### src/rtl/expr_pkg.sv
// Shared constants for the expression string transmitter: ASCII codes,
// operator encodings and the FSM state encoding.
package expr_pkg;

  localparam logic [7:0] ASCII_NUL   = 8'h00;
  localparam logic [7:0] ASCII_ZERO  = 8'h30;
  localparam logic [7:0] ASCII_PLUS  = 8'h2B;
  localparam logic [7:0] ASCII_STAR  = 8'h2A;
  localparam logic [7:0] ASCII_MINUS = 8'h2D;
  localparam logic [7:0] ASCII_EQ    = 8'h3D;

  localparam logic [1:0] OP_ADD = 2'b00;
  localparam logic [1:0] OP_MUL = 2'b01;
  localparam logic [1:0] OP_SUB = 2'b10;
  localparam logic [1:0] OP_ILL = 2'b11;

  localparam logic [3:0] MAX_DIGIT = 4'd9;

  typedef enum logic [2:0] {
    ST_IDLE = 3'd0,
    ST_DIG  = 3'd1,
    ST_OP   = 3'd2,
    ST_TERM = 3'd3,
    ST_FIN  = 3'd4
  } state_t;

endpackage

### src/rtl/expr_ascii_enc.sv
// Combinational map from {is_op, code} to an ASCII character plus a legality
// flag; illegal codes yield 8'h00.
module expr_ascii_enc
  import expr_pkg::*;
(
  input  logic       is_op,
  input  logic [3:0] code,
  output logic [7:0] ascii,
  output logic       legal
);

  // Operator codes use only the low two bits; any upper bit set is illegal.
  always_comb begin
    ascii = ASCII_NUL;
    legal = 1'b0;
    if (is_op) begin
      if (code[3:2] == 2'b00) begin
        case (code[1:0])
          OP_ADD:  begin ascii = ASCII_PLUS;  legal = 1'b1; end
          OP_MUL:  begin ascii = ASCII_STAR;  legal = 1'b1; end
          OP_SUB:  begin ascii = ASCII_MINUS; legal = 1'b1; end
          default: begin ascii = ASCII_NUL;   legal = 1'b0; end
        endcase
      end else begin
        ascii = ASCII_NUL;
        legal = 1'b0;
      end
    end else if (code <= MAX_DIGIT) begin
      ascii = ASCII_ZERO + {4'h0, code};
      legal = 1'b1;
    end else begin
      ascii = ASCII_NUL;
      legal = 1'b0;
    end
  end

endmodule

### src/rtl/expr_string_tx.sv
// Streams a BCD arithmetic expression (digit, op, digit, ...) as ASCII over a
// valid/ready handshake, with an optional terminator character.
module expr_string_tx
  import expr_pkg::*;
#(
  parameter bit         TERM_EN   = 1'b0,
  parameter logic [7:0] TERM_CHAR = 8'h3D
) (
  input  logic        clk,
  input  logic        clr,
  input  logic        start,
  input  logic [1:0]  num_ops,
  input  logic [15:0] digits,
  input  logic [5:0]  ops,
  input  logic        out_ready,
  output logic [7:0]  out,
  output logic        out_valid,
  output logic        busy,
  output logic        done,
  output logic        err
);

  state_t      state_r, nxt_state_s;
  logic [1:0]  idx_r, nxt_idx_s;
  logic [1:0]  num_ops_r;
  logic [15:0] digits_r;
  logic [5:0]  ops_r;
  logic [7:0]  out_r;
  logic        out_valid_r, busy_r, done_r, err_r;

  logic        load_s, err_s, legal_s;
  logic [3:0]  dig_legal_s, dig_used_s;
  logic [2:0]  op_legal_s, op_used_s;
  logic [7:0]  unused_dig_ascii_s [4];
  logic [7:0]  unused_op_ascii_s [3];

  logic [15:0] src_digits_s;
  logic [7:0]  src_ops_s;
  logic        enc_is_op_s, enc_legal_s;
  logic [3:0]  enc_code_s;
  logic [7:0]  enc_ascii_s, nxt_out_s;

  // Start validation: every used field must encode legally; unused ones are masked.
  for (genvar k = 0; k < 4; k++) begin : g_dig_chk
    expr_ascii_enc u_dig_chk (
      .is_op (1'b0),
      .code  (digits[4*k +: 4]),
      .ascii (unused_dig_ascii_s[k]),
      .legal (dig_legal_s[k])
    );
    assign dig_used_s[k] = (num_ops >= 2'(k));
  end

  for (genvar k = 0; k < 3; k++) begin : g_op_chk
    expr_ascii_enc u_op_chk (
      .is_op (1'b1),
      .code  ({2'b00, ops[2*k +: 2]}),
      .ascii (unused_op_ascii_s[k]),
      .legal (op_legal_s[k])
    );
    assign op_used_s[k] = (num_ops > 2'(k));
  end

  assign legal_s = (&(dig_legal_s | ~dig_used_s)) & (&(op_legal_s | ~op_used_s));

  // Next-state and index logic; every state holds while out_ready is low.
  always_comb begin
    nxt_state_s = state_r;
    nxt_idx_s   = idx_r;
    load_s      = 1'b0;
    err_s       = 1'b0;
    case (state_r)
      ST_IDLE: begin
        if (start) begin
          if (legal_s) begin
            load_s      = 1'b1;
            nxt_idx_s   = 2'd0;
            nxt_state_s = ST_DIG;
          end else begin
            err_s       = 1'b1;
            nxt_state_s = ST_IDLE;
          end
        end else begin
          nxt_state_s = ST_IDLE;
        end
      end
      ST_DIG: begin
        if (out_ready) begin
          if (idx_r < num_ops_r) begin
            nxt_state_s = ST_OP;
          end else if (TERM_EN) begin
            nxt_state_s = ST_TERM;
          end else begin
            nxt_state_s = ST_FIN;
          end
        end else begin
          nxt_state_s = ST_DIG;
        end
      end
      ST_OP: begin
        if (out_ready) begin
          nxt_idx_s   = idx_r + 2'd1;
          nxt_state_s = ST_DIG;
        end else begin
          nxt_state_s = ST_OP;
        end
      end
      ST_TERM: begin
        if (out_ready) begin
          nxt_state_s = ST_FIN;
        end else begin
          nxt_state_s = ST_TERM;
        end
      end
      ST_FIN:  nxt_state_s = ST_IDLE;
      default: nxt_state_s = ST_IDLE;
    endcase
  end

  // The output character is precomputed from the next state so out is registered
  // yet still appears one cycle after start; on the load cycle the fields come
  // straight from the inputs.
  always_comb begin
    src_digits_s = load_s ? digits : digits_r;
    src_ops_s    = load_s ? {2'b00, ops} : {2'b00, ops_r};
    enc_is_op_s  = (nxt_state_s == ST_OP);
    if (enc_is_op_s) begin
      enc_code_s = {2'b00, src_ops_s[{nxt_idx_s, 1'b0} +: 2]};
    end else begin
      enc_code_s = src_digits_s[{nxt_idx_s, 2'b00} +: 4];
    end
  end

  expr_ascii_enc u_out_enc (
    .is_op (enc_is_op_s),
    .code  (enc_code_s),
    .ascii (enc_ascii_s),
    .legal (enc_legal_s)
  );

  // Character to register for the next cycle; NUL whenever nothing is valid.
  always_comb begin
    nxt_out_s = ASCII_NUL;
    case (nxt_state_s)
      ST_DIG, ST_OP: nxt_out_s = enc_legal_s ? enc_ascii_s : ASCII_NUL;
      ST_TERM:       nxt_out_s = TERM_CHAR;
      default:       nxt_out_s = ASCII_NUL;
    endcase
  end

  // State, index, latched fields and registered outputs.
  always_ff @(posedge clk or negedge clr) begin
    if (!clr) begin
      state_r     <= ST_IDLE;
      idx_r       <= 2'd0;
      num_ops_r   <= 2'd0;
      digits_r    <= 16'h0000;
      ops_r       <= 6'b000000;
      out_r       <= ASCII_NUL;
      out_valid_r <= 1'b0;
      busy_r      <= 1'b0;
      done_r      <= 1'b0;
      err_r       <= 1'b0;
    end else begin
      state_r <= nxt_state_s;
      idx_r   <= nxt_idx_s;
      if (load_s) begin
        num_ops_r <= num_ops;
        digits_r  <= digits;
        ops_r     <= ops;
      end else begin
        num_ops_r <= num_ops_r;
        digits_r  <= digits_r;
        ops_r     <= ops_r;
      end
      out_r       <= nxt_out_s;
      out_valid_r <= (nxt_state_s == ST_DIG) || (nxt_state_s == ST_OP) ||
                     (nxt_state_s == ST_TERM);
      busy_r      <= (nxt_state_s != ST_IDLE);
      done_r      <= (nxt_state_s == ST_FIN);
      err_r       <= err_s;
    end
  end

  assign out       = out_r;
  assign out_valid = out_valid_r;
  assign busy      = busy_r;
  assign done      = done_r;
  assign err       = err_r;

endmodule

### config.mk
export PLATFORM = sky130hd
export DESIGN_NAME = expr_string_tx
export DESIGN_NICKNAME = d
export VERILOG_FILES = /design/src/rtl/expr_pkg.sv /design/src/rtl/expr_ascii_enc.sv /design/src/rtl/expr_string_tx.sv
export SDC_FILE = /design/constraint.sdc
export NUM_CORES = 1
export LEC_CHECK = 0
export BUFFER_PORTS_ARGS = -buffer_cell sky130_fd_sc_hd__buf_2
export CORE_MARGIN = 1.5
export CORE_UTILIZATION = 45
export DETAILED_ROUTE_END_ITERATION = 10
export PLACE_DENSITY = 0.69
export SYNTH_ARGS = -nofsm -noshare
export SYNTH_HDL_FRONTEND = slang
export SYNTH_SLANG_ARGS = --single-unit
export TNS_END_PERCENT = 1
### constraint.sdc
create_clock -name clk -period 2.4 [get_ports clk]
set_clock_uncertainty 0.15 [all_clocks]
set_input_delay 0.12 -clock clk [delete_from_list [all_inputs] [get_ports clk]]
set_output_delay 0.12 -clock clk [all_outputs]
set_load 0.02 [all_outputs]
Word-level counts from Yosys, hierarchy flattened
Index checks and enable logic that the tools add are counted.
{"block": "totals", "ff_bits": 41, "input_bits": 28, "elab_cells": 100}
{"block": "classes", "addsub": 2, "magnitude_cmp": 13, "eq_ne": 15, "n_shift": 2, "n_mux": 37, "bitwise_logic": 5, "n_reduce_logical": 16}
{"op": "two-way mux 8 bit", "n": 3}
{"op": "less-or-equal comparator 4 bit, second input constant", "n": 5}
{"op": "two-way mux 1 bit", "n": 18}
{"op": "one-hot mux 6 bit (3 select lines)", "n": 1}
{"op": "two-way mux 16 bit", "n": 1}
{"op": "one-hot mux 8 bit (2 select lines)", "n": 1}
{"op": "indexed part select 16 x 5 -> 4 bit", "n": 1}
{"op": "== test 3 x 2 -> 1 bit, second input constant", "n": 4}
{"op": "two-way mux 3 bit", "n": 4}
{"op": "two-way mux 6 bit", "n": 2}
{"op": "one-hot mux 3 bit (4 select lines)", "n": 1}
{"op": "OR reduction 3 bit", "n": 4}
{"op": "zero test 2 bit", "n": 5}
{"op": "== test 2 x 1 -> 1 bit, second input constant", "n": 4}
{"op": "== test 2 bit, second input constant", "n": 4}
{"op": "two-way mux 2 bit", "n": 4}
{"op": "indexed part select 8 x 4 -> 2 bit", "n": 1}
{"op": "adder 6 x 4 -> 7 bit, first input constant", "n": 1}
{"op": "== test 3 x 1 -> 1 bit, second input constant", "n": 2}
{"op": "greater-or-equal comparator 2 x 1 -> 1 bit, second input constant", "n": 2}
{"op": "greater-or-equal comparator 2 bit, second input constant", "n": 2}
{"op": "> comparator 2 x 1 -> 1 bit, second input constant", "n": 2}
{"op": "two-way mux 4 bit", "n": 1}
{"op": "inverter 4 bit", "n": 1}
{"op": "other kinds (15)", "n": 16}

Longest topological paths before layout
{"block": "depth", "word_depth": 19, "depth_mapped": 10}

Hierarchy
A second synthesis with hierarchy kept.
{"block": "unflattened", "hier_cells": 385, "hier_area_um2": 3313.2}
{"mod": "expr_string_tx", "instances": 1, "cells_per_inst": 201, "area_per_inst_um2": 1961.9, "seq_area_each_um2": 1026.0}
{"mod": "expr_ascii_enc", "instances": 8, "cells_per_inst": 23, "area_per_inst_um2": 168.9, "seq_area_each_um2": 0.0}

Worst setup path after synthesis
No wires, ideal clock.
{"block": "synth_path", "kind": "register to register", "from": "register state_r[1]", "to": "register out_r[0], in the netlist out[0]", "arrival_time_ns": 2.005, "t_required_ns": 2.105, "path_slack_ns": 0.100, "path_stages_with_launch": 7, "path_buffers": 0, "path_cell_list": "dfrtp_1 or4b_1 nor3_2 and2_1 nor4_2 nor4_2 nor3_1"}
{"block": "synth_between", "elab_chain_cells": 12}
{"item": "start: declaration", "line_no": "expr_string_tx.sv:23", "source": "state_t state_r, nxt_state_s;"}
{"item": "start signal: assignment", "line_no": "expr_string_tx.sv:165", "source": "state_r <= nxt_state_s;"}
{"item": "branches (longest 11 deep; another with adder 6 x 4 -> 7 bit)"}
{"item": "one-hot mux 8 bit (2 select lines) *", "line_no": "expr_string_tx.sv:144", "source": "case (nxt_state_s)"}
{"item": "named net nxt_out_s[0]", "line_no": "expr_string_tx.sv:41", "source": "logic [7:0] enc_ascii_s, nxt_out_s;"}
{"item": "end signal: assignment", "line_no": "expr_string_tx.sv:176", "source": "out_r <= nxt_out_s;"}
{"item": "end: declaration", "line_no": "expr_string_tx.sv:28", "source": "logic [7:0] out_r;"}
Mark *: on every way through the listed nets, which the timed path passes.
A chain may end at the register's enable or synchronous reset.

Final worst setup path
Same ends and word-level chain as after synthesis.

==> results.sh <==
export IMPL_r2r_cells=8
export IMPL_yosysMostFrequentCell="nand2_1"
export IMPL_nNetsFinal=367
export IMPL_dp_slack_ns=-0.197
export IMPL_reg2reg_from="state_r[1]"
export IMPL_p_total_mw=3.27
export IMPL_final_setup_viol_count=1
export IMPL_drtPass1Iterations=4
export IMPL_path_common_cell="buf_4"
export IMPL_yosysTopAreaCellShare_pct=44.3
export IMPL_end_kind="flop"
export IMPL_dp_hpwl_um=3900
export IMPL_io_buffers=37
export IMPL_dieWidth_um=73.0
export IMPL_status="complete, but fails checks"
export IMPL_clk_latency_ns=0.30
export IMPL_tightest_slew_ns=0.844
export IMPL_initial_core_util_pct=46.6
export IMPL_failed_checks="setup timing"
export IMPL_clk_pin_slew_ns=0.08
export IMPL_p_leak_nw=1.51
export IMPL_core_area_um2=4720
export IMPL_drt_iter0_drc=111
export IMPL_max_freq_ghz=0.411
export IMPL_worst_setup_path_start_kind="flop"
export IMPL_cts_tree="yes"
export IMPL_final_cells=406
export IMPL_relSlewSlack_pct=43.7
export IMPL_grt_overflow=0
export IMPL_utilization_pct=63.9
export IMPL_placed_cells=372
export IMPL_syn_area_per_cell_um2=8.64
export IMPL_slowest_stage="or4b_4"
export IMPL_peakVddDrop_uv=560
export IMPL_synthTopCellsByArea="dfrtp_1 44%, nand2_1 14%, mux2i_1 4.1%"
export IMPL_grt_start_max_net_pins=40
export IMPL_grt_pass1_vias=1946
export IMPL_dieHeight_um=73.0
export IMPL_antenna_found_initial=0
export IMPL_grt_busiest_layer="met2"
export IMPL_endpoint="out[0]"
export IMPL_clk_path_buf_depth=2
export IMPL_ys_warn_count=0
export IMPL_diodes=0
export IMPL_async_flop_share_pct=100
export IMPL_powerDensity_nw_per_um2=1080
export IMPL_finalHoldViolCount=0
export IMPL_worstPathArrival_ns=2.46
export IMPL_min_period_ns=2.44
export IMPL_synth_flop_cell="dfrtp_1"
export IMPL_worst_slack_ns=-0.0354
export IMPL_synth_edf_count=0
export IMPL_whs_path_depth=3
export IMPL_r2r_end="out[0]"
export IMPL_grtUsageMet1_pct=29.3
export IMPL_critPathRequiredTime_ns=2.42
export IMPL_syn_inst=255
export IMPL_finalCritPeriodShare_pct=101
export IMPL_synth_area_um2=2200
export IMPL_ys_types=55
export IMPL_path_cells="buf_4, or4b_4, nor3_4, and2_2, buf_4, a211oi_1, o32ai_1, nor3_2"
export IMPL_cap_violations=0
export IMPL_via_count=2093
export IMPL_synth_top_cell_by_area="dfrtp_1"
export IMPL_numClockSinks=39
export IMPL_hold_path_class="primary input to flop"
export IMPL_track_usage_pct=22.4
export IMPL_grt_pass1_wl_um=9050
export IMPL_rsz0062_at_grt="yes"
export IMPL_numCtsBuffers=5
export IMPL_yosysSeqAreaShare_pct=44.3
export IMPL_floorplan_rows=25
export IMPL_drive_gt1_share_pct=29.5
export IMPL_use_met3_pct=4.28
export IMPL_r2r_slack_ns=-0.04
export IMPL_drcViolationCount=0
export IMPL_io_pins=40
export IMPL_clock_root_buffer="clkbuf_8"
export IMPL_met2_usage_pct=37.8
export IMPL_vias_per_cell=5.16
export IMPL_crit_fanout=5
export IMPL_place_gp_congestion=0.908
export IMPL_slew_violations=0
export IMPL_wl_per_cell_um=13.6
export IMPL_cpPeakStageDelay_ns=0.56
export IMPL_cp_startpoint="state_r[1]"
export IMPL_antenna_left=0
export IMPL_syn2layout_area_growth_pct=37.1
export IMPL_synth_common_cells="85 x nand2_1, 39 x dfrtp_1, 10 x nor2_1"
export IMPL_critPathKind="flop to flop"
export IMPL_die_area_um2=5320
export IMPL_ctsHtreeMaxLevel=2
export IMPL_ys_seq_elements=39
export IMPL_wirelength_um=5530
==> metrics by stage <==
step                      cell area, µm²  hold slack [ns]  setup TNS (ns)
after floorplan                     2210           -0.326               0
after global placement              2580            0.126          -0.390
after detailed placement            2580            0.124          -0.672
after CTS                           2980           0.0431               0
after global routing                3020           0.0708          -0.428
final                               3020           0.0410         -0.0354
==> sequential cells by signal, summed over array words and instances (netlist names) <==
signal     count
err            1
busy           1
ops_r          6
state_r        3
idx_r          2
out_valid      1
out            6
digits_r      16
done           1
num_ops_r      2
==> kinds of logic (layout without fill, tap and decap cells) <==
family	after synthesis	count (layout)	synth area share, %
muxes	11	11	5.63
and+or+nand+nor	143	143	31.9
DFF	39	39	44.3
buffers and inverters	20	103	5.11
other	1	2	0.170
xor gates and xnor gates	2	2	0.796
AOI/OAI and AO/OA	38	38	11.5
adders and majority gates	1	1	0.568
==> repair_timing <==
action	in CTS	in global routing
setup buffers	0	3
pin swaps	1	4
setup endpoints to repair	6	6
hold endpoints to repair	61	0
hold buffers	23	0
resized for setup	11	5
==> cell type report <==
type,count,area (µm²)
clock buffer,6,82.6
clock inverter,2,35.0
fill,398,1700
inverter,5,18.8
multi-input combinational,197,1180
sequential,39,976
tap,67,83.8
timing repair buffer,90,644
==> worst max-delay path: cells and delay by family, from the launching register on <==
kind / cells / cell delay [ns]
flip-flops: 1 / 0.44
AND/OR/NAND/NOR: 4 / 1.03
buffers and inverters: 2 / 0.30
AO/OA/AOI/OAI: 2 / 0.39
==> cells in the final DEF (no fill, tap or decap), types with 7 or more instances in the layout <==
cell type	instances
a21oi_1	9
and3_1	9
buf_2	37
buf_4	29
dfrtp_1	39
dlygate4sd3_1	23
mux2i_1	8
nand2_1	85
nand3_1	7
nor2_1	10
o21ai_0	7
==> power by group <==
| group | switching [mW] | internal, mW |
|---|---|---|
| registers | 0.193 | 0.930 |
| logic | 0.834 | 0.745 |
| clock network | 0.231 | 0.336 |
==> routing by layer <==
| metal | share of wire [%] | wire length (µm) | up-vias |
|---|---|---|---|
| met1 | 46 | 2540 | 991 |
| met3 | 5.1 | 282 | 6 |
| li1 | - | - | 1035 |
| met4 | 1.0 | 57 | 0 |
| met5 | 0 | 0 | - |
| met2 | 48 | 2650 | 61 |
==> worst min path at each step <==
stage / from / slack, ns / to
2_1_floorplan: clr / -0.33 / busy
5_1_grt: start / 0.07 / err
4_1_cts: digits[0] / 0.04 / digits_r[0]
3_5_place_dp: clr / 0.12 / num_ops_r[1]
3_3_place_gp: clr / 0.13 / done
6_report: digits[0] / 0.04 / digits_r[0]
Power figures use the tool's default switching activity.
